===== config.mk =====
export PLATFORM = sky130hd
export DESIGN_NAME = mem_stage_ctrl
export DESIGN_NICKNAME = d
export VERILOG_FILES = /design/src/rtl/mem_stage_ctrl_pkg.sv /design/src/rtl/mem_stage_ctrl_load_align.sv /design/src/rtl/mem_stage_ctrl.sv
export SDC_FILE = /design/constraint.sdc
export NUM_CORES = 1
export LEC_CHECK = 0
export CAP_MARGIN = 20
export CORE_ASPECT_RATIO = 0.5
export CORE_MARGIN = 4
export CORE_UTILIZATION = 41
export DETAILED_ROUTE_END_ITERATION = 8
export PLACE_DENSITY = 0.89
export SLEW_MARGIN = 20
export SYNTH_ARGS = -nofsm -noshare
export SYNTH_HDL_FRONTEND = slang
export SYNTH_SLANG_ARGS = --single-unit

===== constraint.sdc =====
create_clock -name clk -period 3.2 [get_ports clk]
set_clock_uncertainty 0.15 [all_clocks]
set_input_delay 0.64 -clock clk [delete_from_list [all_inputs] [get_ports clk]]
set_output_delay 0.64 -clock clk [all_outputs]
set_load 0.05 [all_outputs]

===== src/rtl/mem_stage_ctrl_pkg.sv =====
// ============================================================================
// Module : mem_stage_ctrl_pkg
// Brief  : LC-3b opcode encoding and MEM-stage access FSM state encoding.
// Rev    : 1.0  initial release
// ============================================================================
`default_nettype none

package mem_stage_ctrl_pkg;

  typedef enum logic [3:0] {
    op_br   = 4'h0,
    op_add  = 4'h1,
    op_ldb  = 4'h2,
    op_stb  = 4'h3,
    op_jsr  = 4'h4,
    op_and  = 4'h5,
    op_ldr  = 4'h6,
    op_str  = 4'h7,
    op_rti  = 4'h8,
    op_not  = 4'h9,
    op_ldi  = 4'hA,
    op_sti  = 4'hB,
    op_jmp  = 4'hC,
    op_shf  = 4'hD,
    op_lea  = 4'hE,
    op_trap = 4'hF
  } lc3b_opcode;

  typedef logic [1:0] mem_state_t;

  localparam mem_state_t c_IDLE = 2'd0;
  localparam mem_state_t c_IND  = 2'd1;
  localparam mem_state_t c_ACC  = 2'd2;

  function automatic logic is_ind_op(input logic [3:0] op);
    return (op == op_ldi) || (op == op_sti);
  endfunction

  function automatic logic is_byte_op(input logic [3:0] op);
    return (op == op_ldb) || (op == op_stb);
  endfunction

endpackage

`default_nettype wire


===== src/rtl/mem_stage_ctrl_load_align.sv =====
// ============================================================================
// Module : mem_stage_ctrl_load_align
// Brief  : Byte-lane steering: store replication/byte enables, load SEXT.
// Rev    : 1.0  initial release
// ============================================================================
`default_nettype none

module mem_stage_ctrl_load_align (
  input  logic        byte_op,
  input  logic        byte_sel,
  input  logic [15:0] wdata_in,
  input  logic [15:0] rdata_in,
  output logic [1:0]  byte_en,
  output logic [15:0] wdata_out,
  output logic [15:0] rdata_out
);

  always_comb begin
    byte_en   = 2'b11;
    wdata_out = wdata_in;
    rdata_out = rdata_in;
    if (byte_op) begin
      // Store byte is replicated on both lanes; the enable picks the target.
      byte_en   = byte_sel ? 2'b10 : 2'b01;
      wdata_out = {wdata_in[7:0], wdata_in[7:0]};
      rdata_out = byte_sel ? {{8{rdata_in[15]}}, rdata_in[15:8]}
                           : {{8{rdata_in[7]}},  rdata_in[7:0]};
    end
  end

endmodule

`default_nettype wire


===== src/rtl/mem_stage_ctrl.sv =====
// ============================================================================
// Module : mem_stage_ctrl
// Brief  : MEM-stage D-memory sequencer (plain, byte and indirect accesses).
// Rev    : 1.0  initial release
// ============================================================================
`default_nettype none

module mem_stage_ctrl
  import mem_stage_ctrl_pkg::*;
#(
  parameter int unsigned WAIT_MAX = 64
) (
  input  logic        clk,
  input  logic        reset_n,
  input  logic        valid_in,
  input  logic [3:0]  opcode,
  input  logic        mem_read,
  input  logic        mem_write,
  input  logic [15:0] addr,
  input  logic [15:0] wdata,
  input  logic        dmem_resp,
  input  logic [15:0] dmem_rdata,
  output logic        dmem_read,
  output logic        dmem_write,
  output logic [15:0] dmem_addr,
  output logic [15:0] dmem_wdata,
  output logic [1:0]  dmem_byte_en,
  output logic        stall,
  output logic [15:0] rdata_out,
  output logic        timeout_err
);

  localparam int unsigned c_CNT_W = (WAIT_MAX < 2) ? 1 : $clog2(WAIT_MAX + 1);
  localparam logic [c_CNT_W-1:0] c_WAIT_LIM = c_CNT_W'(WAIT_MAX);
  localparam logic c_TO_EN = (WAIT_MAX != 0);

  mem_state_t         state_q, state_d;
  logic [15:0]        ptr_q, ptr_d;
  logic [c_CNT_W-1:0] wait_cnt_q, wait_cnt_d;
  logic               timeout_err_q, timeout_err_d;

  logic        req;
  logic        ind_op;
  logic        busy;
  logic        timeout;
  logic        done;
  logic [15:0] acc_addr;
  logic        align_byte_op;
  logic [1:0]  align_be;
  logic [15:0] align_wdata;

  assign req     = valid_in & (mem_read | mem_write);
  assign ind_op  = is_ind_op(opcode);
  assign busy    = (state_q != c_IDLE);
  // A real response in the limit cycle wins over the timeout.
  assign timeout = c_TO_EN & busy & ~dmem_resp & (wait_cnt_q == c_WAIT_LIM);
  assign done    = busy & (dmem_resp | timeout);

  always_comb begin
    state_d       = state_q;
    ptr_d         = ptr_q;
    wait_cnt_d    = '0;
    timeout_err_d = timeout_err_q | timeout;
    dmem_read     = 1'b0;
    dmem_write    = 1'b0;
    acc_addr      = addr;
    case (state_q)
      c_IDLE: begin
        if (req) state_d = ind_op ? c_IND : c_ACC;
      end
      c_IND: begin
        dmem_read = 1'b1;
        if (done) begin
          ptr_d   = dmem_rdata;
          state_d = c_ACC;
        end
      end
      c_ACC: begin
        acc_addr = ind_op ? ptr_q : addr;
        if (mem_write) dmem_write = 1'b1;
        else           dmem_read  = 1'b1;
        if (done) state_d = c_IDLE;
      end
      default: state_d = c_IDLE;
    endcase
    if (busy && !done) wait_cnt_d = wait_cnt_q + 1'b1;
  end

  assign align_byte_op = (state_q == c_ACC) & is_byte_op(opcode);

  mem_stage_ctrl_load_align u_align (
    .byte_op   (align_byte_op),
    .byte_sel  (acc_addr[0]),
    .wdata_in  (wdata),
    .rdata_in  (dmem_rdata),
    .byte_en   (align_be),
    .wdata_out (align_wdata),
    .rdata_out (rdata_out)
  );

  assign dmem_addr    = busy ? acc_addr    : 16'h0000;
  assign dmem_wdata   = busy ? align_wdata : 16'h0000;
  assign dmem_byte_en = busy ? align_be    : 2'b00;
  assign stall        = ((state_q == c_IDLE) & req) | (state_q == c_IND) |
                        ((state_q == c_ACC) & ~done);
  assign timeout_err  = timeout_err_q;

  always_ff @(posedge clk or negedge reset_n) begin
    if (!reset_n) begin
      state_q       <= c_IDLE;
      ptr_q         <= 16'h0000;
      wait_cnt_q    <= '0;
      timeout_err_q <= 1'b0;
    end else begin
      state_q       <= state_d;
      ptr_q         <= ptr_d;
      wait_cnt_q    <= wait_cnt_d;
      timeout_err_q <= timeout_err_d;
    end
  end

endmodule

`default_nettype wire


==> summary.md, run 1 <==
| Metric | Value |
|---|---|
| Worst path slowest cell | `clkdlybuf4s50_1` |
| Fmax | `0.3156 GHz` |
| Total congestion overflow | `0` |
| Synth Area in Compound Gates | `10.61%` |
| Slew @ Worst Pin | `0.4930 ns` |
| Largest net degree at the start of global routing | `34` |
| Placer Congestion | `0.7558` |
| Via count | `2169` |
| Cell Pwr Density | `745.9 mW/mm²` |
| Initial antenna violation count | `0` |
| Slew Viols, Final | `0` |
| Xor and xnor fraction of the mapped netlist area | `2.335%` |
| I/O pin cnt | `112` |
| Post-CTS Setup Inserts | `0` |
| Yosys top cell by area | `dfrtp_1` |
| Port bufs | `110` |
| CP endpoint kind | `output port` |
| Crit Path Max Fanout | `5` |
| Post-layout minimum cycle time | `3.169 ns` |
| Total power | `2.665 mW` |
| Syn Inst Count | `224` |
| Mux cell area share after synthesis | `16.14%` |
| Post-DRT Antenna Nets | `0` |
| # setup viols final | `0` |
| Worst-skew pair later-pin latency | `0.28 ns` |
| Post-Syn Area per Cell | `8.373 µm²` |
| Synth Area in Adders | `3.336%` |
| Std-Cell Core Area | `0.004403 mm²` |
| VDD IR max | `620.0 µV` |
| CTS tree | `done` |
| Post-layout nets | `403` |
| Vias in the first global route | `2231` |
| WP data required | `2.41 ns` |
| Sw power | `1.296 mW` |
| Max-cap check violation count | `0` |
| WL per Instance | `20.13 µm` |
| Post-Layout Cell Count | `396` |
| Top cells by area, synth | `dfrtp_1, nand2_1, mux2_2` |
| Core Rows | `17` |
| Initial core utilization | `42.60%` |
| Routed WL | `7.971 mm` |
| Design area | `0.003573 mm²` |
| CTS Buffer Depth | `2` |
| Seq pwr share | `16.8%` |
| Number of enable flip-flop cells after synthesis | `0` |
| Worst Hold Class | `reg -> reg` |
| Total GRT Usage | `25.64%` |
| Pleak | `1.632 nW` |
| Crit path arrival time | `2.38 ns` |
| Mapped Area | `0.001876 mm²` |
| P_int | `1.369 mW` |
| Hold slack | `0.3375 ns` |
| Synthesized Nets | `287` |
| Die area | `0.005786 mm²` |
| Post-synth top area share | `34.69%` |
| Post-Place Worst Slack | `-0.1149 ns` |
| Yosys reg bits | `26` |
| DRT iter0 DRCs | `203` |
| Clock power share | `10.6%` |
| Crit path kind | `in -> out` |
| Drt pass-1 iters | `5` |
| Logic pwr share | `72.6%` |
| Post-synthesis simple-gate area fraction | `28.42%` |
| Post-synth ARST share | `100.0%` |
| Synth Warn # | `0` |
| Dpl cell area | `0.003473 mm²` |
| # clock sinks | `26` |
| Status | `finished, final reports clean` |
| Final Util | `81.16%` |
| Share of layout cells above drive strength 1 | `30.97%` |
| Root Buffer | `clkbuf_8` |
| Die Wd | `103.7 µm` |
| Switch share | `48.63%` |
| Hold_buf cts | `0` |
| Final worst path period share | `99.02%` |
| Clk slew on worst S/H paths | `0.10 ns` |
| Die Span Y | `55.83 µm` |
| Largest stage delay, worst path | `0.49 ns` |
| Final setup TNS | `0 ns` |
| Final WS setup | `0.03150 ns` |
| Synth unique cells | `36` |
| Largest family of logic cells by synthesized area | `simple AND/OR/NAND/NOR gates` |
| Ys flop type | `dfrtp_1` |
| Layout area overhead | `90.53%` |
| Placed cells | `392` |
| H-tree depth | `1` |
| Crit-path cells | `clkdlybuf4s50_1 -> nor2b_1 -> nand4b_1 -> buf_4 -> o21ai_0 -> buf_12` |
| Post-synthesis sequential area ratio | `34.69%` |
| CTS Buf Count | `3` |
| Final hold vios | `0` |
| N_diodes | `0` |
| Startpoint Class | `input pin` |
| DRC errors left | `0` |
| First-pass GRT wire length | `11.81 mm` |
| Post-DP HPWL | `5.597 mm` |
| Via/cell ratio | `5.477` |
| Slew HR | `67.03%` |
==> path summary, 6_finish.rpt <==
kind	start	endpoint	slack, ns	depth (start not counted)
max	opcode[1]	rdata_out[7]	0.03	6
min	timeout_err	timeout_err	0.34	1
max reg2reg	wait_cnt_q[0]	ptr_q[13]	1.03	7
min reg2reg	timeout_err	timeout_err	0.34	1
max in group asynchronous	reset_n	ptr_q[11]	2.05	2
min in group asynchronous	reset_n	wait_cnt_q[1]	0.58	2
==> Yosys cell counts, types with 2 or more instances <==
master / instances
clkbuf_1: 10
mux2_2: 14
mux2_4: 9
inv_1: 7
nand2_1: 67
ha_1: 5
a21oi_1: 24
nand3_1: 3
o21ai_0: 4
xnor2_1: 3
nand2b_1: 3
and3_1: 2
dfrtp_1: 26
and2_1: 4
nor2b_1: 10
xor2_1: 2
nor2_1: 12
==> cell families (layout without fill, tap and decap cells) <==
group                      count (synthesis)  after routing
xor gates and xnor gates                   5              5
buffers and inverters                     18            133
adders and majority gates                  5              5
and+or+nand+nor                          111            111
AOI/OAI and AO/OA                         35             35
DFF                                       26             26
muxes                                     24             24
==> state kept, by name, indices dropped and copies added (netlist names) <==
signal       cells
ptr_q           16
wait_cnt_q       7
state_q          2
timeout_err      1
==> power groups by stage <==
stage | combinational, mW | sequential [mW] | clock, mW
finish | 1.94 | 0.447 | 0.282
global route | 2.00 | 0.454 | 0.298
CTS | 1.92 | 0.444 | 0.284
detailed placement | 1.90 | 0.447 | 0
global placement | 1.86 | 0.441 | 0
floorplan | 1.05 | 0.432 | 0
==> area by class of cell <==
class	instances	area (µm²)
Timing Repair Buffer	122	1584
Multi-Input combinational cell	180	1170
Fill cell	222	829.5
Sequential cell	26	650.6
Tap cell	57	71.32
Clock buffer	3	41.29
Clock inverter	1	30.03
Inverter	7	26.28
==> layout by cell type, fill, tap and decap left out, types with 4 or more instances in the layout <==
cell             count
nand2_1             67
clkdlybuf4s50_1     57
buf_12              42
dfrtp_1             26
buf_4               23
a21oi_1             21
mux2_2              14
nor2_1              12
nor2b_1             10
mux2_4               9
inv_1                7
ha_1                 5
and2_1               4
a21oi_2              4
o21ai_0              4
==> repair_timing <==
item | in CTS | in global routing
setup endpoints to repair | 8 | 4
cloned | 0 | 0
pin swaps | 0 | 0
endpoints found under the hold margin | 0 | 0
resized for setup | 2 | 4
==> worst max-delay path, delay by kind of cell <==
family / cells / cell delay [ns]
compound gates: 1 / 0.37
buf+inv: 3 / 0.92
simple gates: 2 / 0.45
==> metal layers <==
layer | share of wire, % | GRT usage [%] | routed length (µm) | vias up
met1 | 36 | 27.97 | 2869 | 1069
met2 | 55 | 50.93 | 4375 | 105
met3 | 5.0 | 2.549 | 395 | 29
li1 | - | - | - | 966
met5 | 0 | 0 | 0 | -
met4 | 4.1 | 11.17 | 330 | 0
(Power assumes the default switching activity.)
==> run 2: changes to the inputs <==
REMOVE_ABC_BUFFERS = 1   (was default)
==> summary.md, run 2 (same netlist as run 1, synthesis figures left out) <==
| Metric | Value |
|---|---|
| Status | `finished, final reports clean` |
| CTS tree | `done` |
| Via/cell ratio | `5.352 (-2.3%)` |
| Post-layout nets | `402 (-0.25%)` |
| Largest stage delay, worst path | `0.48 ns (about the same)` |
| Crit path kind | `in -> out` |
| Number of flip-flops in the largest register | `16 (unchanged)` |
| Clk slew on worst S/H paths | `0.08 ns (-0.02 ns)` |
| R2r worst-path depth | `7 (unchanged)` |
| Largest registers | `ptr_q x16, wait_cnt_q x7, state_q x2` |
| Dpl cell area | `0.003466 mm² (-0.22%)` |
| Post-Layout Cell Count | `395 (-0.25%)` |
| Crit-path cells | `clkdlybuf4s50_1 -> nor2b_2 -> and3_1 -> buf_12 -> nand2_1 -> a21oi_1 -> buf_12` |
| VDD IR max | `352.3 µV (-43%)` |
| Slew @ Worst Pin | `0.5093 ns (+0.01630 ns)` |
| CTS Buffer Depth | `2 (unchanged)` |
| Port bufs | `110 (unchanged)` |
| FF-to-FF Start | `wait_cnt_q[0]` |
| Final setup TNS | `0 ns (unchanged)` |
| Pleak | `1.628 nW (-0.29%)` |
| Design area | `0.003552 mm² (-0.60%)` |
| Post-CTS Setup Inserts | `0 (unchanged)` |
| Share of layout cells above drive strength 1 | `29.88% (-1.1 points)` |
| DRT iter0 DRCs | `144 (-29%)` |
| Most frequent cells in the layout | `nand2_1, clkdlybuf4s50_1, buf_12, dfrtp_1, a21oi_1` |
| Clock power share | `10.4% (-0.2 points)` |
| Total congestion overflow | `0 (unchanged)` |
| CTS Buf Count | `3 (unchanged)` |
| WL per Instance | `17.78 µm (-12%)` |
| Core Rows | `17 (unchanged)` |
| Final hold vios | `0 (unchanged)` |
| P_int | `1.373 mW (+0.29%)` |
| Std-Cell Core Area | `0.004403 mm² (unchanged)` |
| Slew HR | `65.94% (-1.1 points)` |
| Sw power | `1.258 mW (-3.0%)` |
| Crit path top cell by count | `buf_12` |
| Drt pass-1 iters | `4 (-1)` |
| Worst path bufs/invs | `3 (unchanged)` |
| R2r setup slk | `1.04 ns (about the same)` |
| Die Span Y | `55.83 µm (unchanged)` |
| I/O pin cnt | `112 (unchanged)` |
| Via count | `2114 (-2.5%)` |
| # clock sinks | `26 (unchanged)` |
| WP data required | `2.41 ns (about the same)` |
| Vias in the first global route | `2201 (-1.3%)` |
| Max-cap check violation count | `0 (unchanged)` |
| Cell Pwr Density | `740.7 mW/mm² (-0.69%)` |
| Commonest non-fill, non-tap cell in the layout | `nand2_1` |
| Worst Hold Class | `reg -> reg` |
| Routed WL | `7.025 mm (-12%)` |
| Switch share | `47.81% (-0.82 points)` |
| Reg2Reg Capture Point | `ptr_q[0]` |
| Largest net degree at the start of global routing | `27 (-21%)` |
| Post-layout minimum cycle time | `3.117 ns (-0.05148 ns)` |
| Placer Congestion | `0.8350 (+10%)` |
| Placed cells | `391 (-0.26%)` |
| Die Wd | `103.7 µm (unchanged)` |
| Layout area overhead | `89.39%` |
| Total power | `2.631 mW (-1.3%)` |
| Hold EP | `timeout_err` |
| Initial antenna violation count | `0 (unchanged)` |
| Largest register by flop count | `ptr_q` |
| Total GRT Usage | `23.71% (-1.9 points)` |
| Initial core utilization | `42.60% (unchanged)` |
| CP endpoint kind | `output port` |
| Final worst path period share | `97.41% (-1.6 points)` |
| Post-DP HPWL | `5.277 mm (-5.7%)` |
| # setup viols final | `0 (unchanged)` |
| Unrepaired setup endpoints after global routing | `no` |
| Final Util | `80.68% (-0.48 points)` |
| DRC errors left | `0 (unchanged)` |
| N_diodes | `0 (unchanged)` |
| Logic pwr share | `72.7% (about the same)` |
| Crit Path Max Fanout | `16 (+11)` |
| Worst path slowest cell | `clkdlybuf4s50_1` |
| Hold path start | `timeout_err` |
| Post-DRT Antenna Nets | `0 (unchanged)` |
| H-tree depth | `1 (unchanged)` |
| Startpoint Class | `input pin` |
| Seq pwr share | `17.0% (+0.2 points)` |
| Largest delay contributor family on the critical path | `buffers and inverters` |
| First-pass GRT wire length | `11.23 mm (-4.9%)` |
| Die area | `0.005786 mm² (unchanged)` |
| Fmax | `0.3208 GHz (+1.7%)` |
| Root Buffer | `clkbuf_8` |
| Crit path arrival time | `2.33 ns (-0.05 ns)` |
| Slew Viols, Final | `0 (unchanged)` |
| Worst hold path depth | `1 (unchanged)` |
| Worst-skew pair later-pin latency | `0.27 ns (about the same)` |
run 2: worst max path at each step:
stage / startpoint / end / slack (ns) / depth (start not counted)
floorplan: opcode[1] / rdata_out[7] / -0.03 / 3
global placement: opcode[3] / rdata_out[8] / 0.15 / 5
detailed placement: opcode[3] / rdata_out[8] / 0.06 / 5
CTS: opcode[1] / dmem_addr[5] / 0.03 / 7
global route: opcode[1] / rdata_out[7] / 0.01 / 6
finish: opcode[1] / dmem_addr[5] / 0.08 / 7
run 2: stage by stage:
step                setup WS, ns  hold WS (ns)
global route             0.01199        0.3452
CTS                      0.03039        0.3315
global placement          0.1477        0.2991
floorplan               -0.02804        0.1944
finish                   0.08298        0.3296
detailed placement       0.06220        0.3109
run 2: cell type report:
cell class | count | area [µm²]
clock buffer | 3 | 41.29
tap | 57 | 71.32
multi-input combinational | 180 | 1156
clock inverter | 1 | 30.03
fill | 231 | 850.8
timing repair buffer | 121 | 1577
sequential | 26 | 650.6
inverter | 7 | 26.28
run 2: layer usage:
metal	vias to the layer above	GRT usage [%]	part of all wire, %
li1	970	-	-
met1	1015	26.97	39
met2	106	45.35	52
met4	0	8.712	3.6
met5	-	0	0
met3	23	3.708	5.2
run 2: what timing repair did:
item,CTS,global route
gates resized for setup,0,3
hold buffers,0,0
endpoints found under the setup margin,0,27
run 2: power groups by stage:
stage	Sequential [mW]	Clock, mW	Combinational, mW
after global routing	0.452	0.291	1.99
after CTS	0.443	0.276	1.91
final	0.446	0.273	1.91
after global placement	0.439	0	1.87
after floorplan	0.432	0	1.04
after detailed placement	0.448	0	1.90
run 2: worst reg2reg max path: stages, from the launching register on:
cell     delay (ns)
dfrtp_1        0.41
inv_1          0.07
ha_1           0.14
nor4b_4        0.26
a21oi_2        0.13
nor3b_4        0.17
buf_4          0.32
mux2_2         0.40
==> run 3: changes to the inputs <==
PLACE_DENSITY = 0.84   (was 0.89)
==> summary.md, run 3 (same netlist as run 1, synthesis figures left out) <==
| Metric | Value |
|---|---|
| CP endpoint kind | `output port` |
| CTS Buffer Depth | `2 (unchanged)` |
| I/O pin cnt | `112 (unchanged)` |
| Core Rows | `17 (unchanged)` |
| Port bufs | `110 (unchanged)` |
| # clock sinks | `26 (unchanged)` |
| CTS tree | `done` |
| H-tree depth | `1 (unchanged)` |
| Post-layout nets | `404 (+0.50%)` |
| Status | `finished, final reports clean` |
| DRT iter0 DRCs | `83 (-42%)` |
| Slew Viols, Final | `0 (unchanged)` |
| Via count | `2052 (-2.9%)` |
| Commonest non-fill, non-tap cell in the layout | `nand2_1` |
| Crit-path cells | `clkdlybuf4s50_1 -> nor2b_1 -> nand4b_1 -> buf_4 -> o21ai_0 -> buf_12` |
| CTS Buf Count | `3 (unchanged)` |
| Hold path start | `timeout_err` |
| VDD IR max | `424.5 µV (+20%)` |
| Initial core utilization | `42.60% (unchanged)` |
| Post-layout minimum cycle time | `3.119 ns (+0.001612 ns)` |
| Dpl cell area | `0.003481 mm² (+0.43%)` |
| Clk slew on worst S/H paths | `0.09 ns (about the same)` |
| Most frequent cells in the layout | `nand2_1, clkdlybuf4s50_1, buf_12, dfrtp_1` |
| Slew HR | `66.49% (+0.55 points)` |
| Startpoint Class | `input pin` |
| Total power | `2.603 mW (-1.1%)` |
| Placer Congestion | `0.7957 (-4.7%)` |
| Fmax | `0.3207 GHz (about the same)` |
| First-pass GRT wire length | `10.73 mm (-4.5%)` |
| Vias in the first global route | `2176 (-1.1%)` |
| FF-to-FF Start | `wait_cnt_q[0]` |
| Die Span Y | `55.83 µm (unchanged)` |
| Hold_buf cts | `0 (unchanged)` |
| Post-DP HPWL | `5.307 mm (+0.57%)` |
| Post-CTS Setup Inserts | `0 (unchanged)` |
| Total congestion overflow | `0 (unchanged)` |
| Worst-skew pair later-pin latency | `0.27 ns (about the same)` |
| Post-CTS sizing | `0 (unchanged)` |
| Number of flip-flops in the largest register | `16 (unchanged)` |
| Crit Path Max Fanout | `6 (-10)` |
| Unrepaired setup endpoints after global routing | `no` |
| Worst hold path depth | `1 (unchanged)` |
| Largest stage delay, worst path | `0.49 ns (about the same)` |
| # setup viols final | `0 (unchanged)` |
| Drt pass-1 iters | `4 (unchanged)` |
| WP data required | `2.41 ns (about the same)` |
| Design area | `0.003552 mm² (unchanged)` |
| Pleak | `1.634 nW (+0.39%)` |
| Worst Hold Class | `reg -> reg` |
| Die Wd | `103.7 µm (unchanged)` |
| N_diodes | `0 (unchanged)` |
| Largest registers | `ptr_q x16, wait_cnt_q x7, state_q x2` |
| Final Util | `80.68% (unchanged)` |
| DRC errors left | `0 (unchanged)` |
| Final worst path period share | `97.46% (about the same)` |
| Post-DRT Antenna Nets | `0 (unchanged)` |
| Hold EP | `timeout_err` |
| Reg2Reg Capture Point | `ptr_q[0]` |
| Max-cap check violation count | `0 (unchanged)` |
| Routed WL | `6.671 mm (-5.0%)` |
| Cell Pwr Density | `732.9 mW/mm² (-1.1%)` |
| Largest net degree at the start of global routing | `34 (+26%)` |
| Final setup TNS | `0 ns (unchanged)` |
| WL per Instance | `16.80 µm (-5.5%)` |
| Die area | `0.005786 mm² (unchanged)` |
| Initial antenna violation count | `0 (unchanged)` |
| Total GRT Usage | `22.79% (-0.92 points)` |
| Share of layout cells above drive strength 1 | `29.41% (-0.47 points)` |
| Layout area overhead | `89.39% (unchanged)` |
| Std-Cell Core Area | `0.004403 mm² (unchanged)` |
| Crit path arrival time | `2.33 ns (about the same)` |
| Via/cell ratio | `5.169 (-3.4%)` |
| # fillers | `264 (+14%)` |
| Worst path slowest cell | `clkdlybuf4s50_1` |
| Final hold vios | `0 (unchanged)` |
| R2r setup slk | `1.00 ns (-0.04 ns)` |
| R2r worst-path depth | `7 (unchanged)` |
| Largest register by flop count | `ptr_q` |
| Crit path kind | `in -> out` |
| Root Buffer | `clkbuf_8` |
| Slew @ Worst Pin | `0.5011 ns (-0.008268 ns)` |
[run 3: how the worst max path moves through the flow]
stage / endpoint / slack (ns) / depth (start not counted) / from
finish: rdata_out[7] / 0.08 / 6 / opcode[1]
global route: rdata_out[7] / 0.03 / 6 / opcode[1]
CTS: rdata_out[7] / 0.08 / 6 / opcode[1]
detailed placement: dmem_addr[3] / 0.14 / 7 / opcode[1]
global placement: rdata_out[12] / 0.22 / 8 / opcode[2]
floorplan: rdata_out[7] / -0.03 / 3 / opcode[1]
[run 3: metrics by stage]
stage	setup WS (ns)	hold slack [ns]	std cells
2_1_floorplan	-0.02804	0.1944	213
3_3_place_gp	0.2250	0.2974	393
3_5_place_dp	0.1352	0.2966	393
4_1_cts	0.07601	0.3253	397
5_1_grt	0.02531	0.3700	397
6_report	0.08137	0.3183	397
[run 3: final cells by class]
class	count	area, µm²	area share (%)
Tap cell	57	71.32	2.008
Timing Repair Buffer	123	1592	44.80
Sequential cell	26	650.6	18.32
Inverter	7	26.28	0.7397
Clock buffer	3	41.29	1.162
Clock inverter	1	30.03	0.8454
Multi-Input combinational cell	180	1141	32.12
[run 3: routing by layer]
| layer | vias to the layer above | GRT usage, % | routed length (µm) |
|---|---|---|---|
| li1 | 975 | - | - |
| met1 | 1013 | 25.64 | 2476 |
| met2 | 52 | 46.10 | 3869 |
| met3 | 12 | 2.781 | 202 |
| met4 | 0 | 5.303 | 123 |
| met5 | - | 0 | 0 |
[run 3: worst max-delay path: cells and delay by family]
kind	cells	cell delay, ns
AND/OR/NAND/NOR	2	0.42
AO/OA/AOI/OAI	1	0.36
buffers and inverters	3	0.91
[run 3: where the power goes]
part / leakage, nW / switching, mW / internal (mW)
sequential: 0.352 / 0.0458 / 0.396
combinational: 1.25 / 1.09 / 0.801
clock: 0.0357 / 0.100 / 0.167
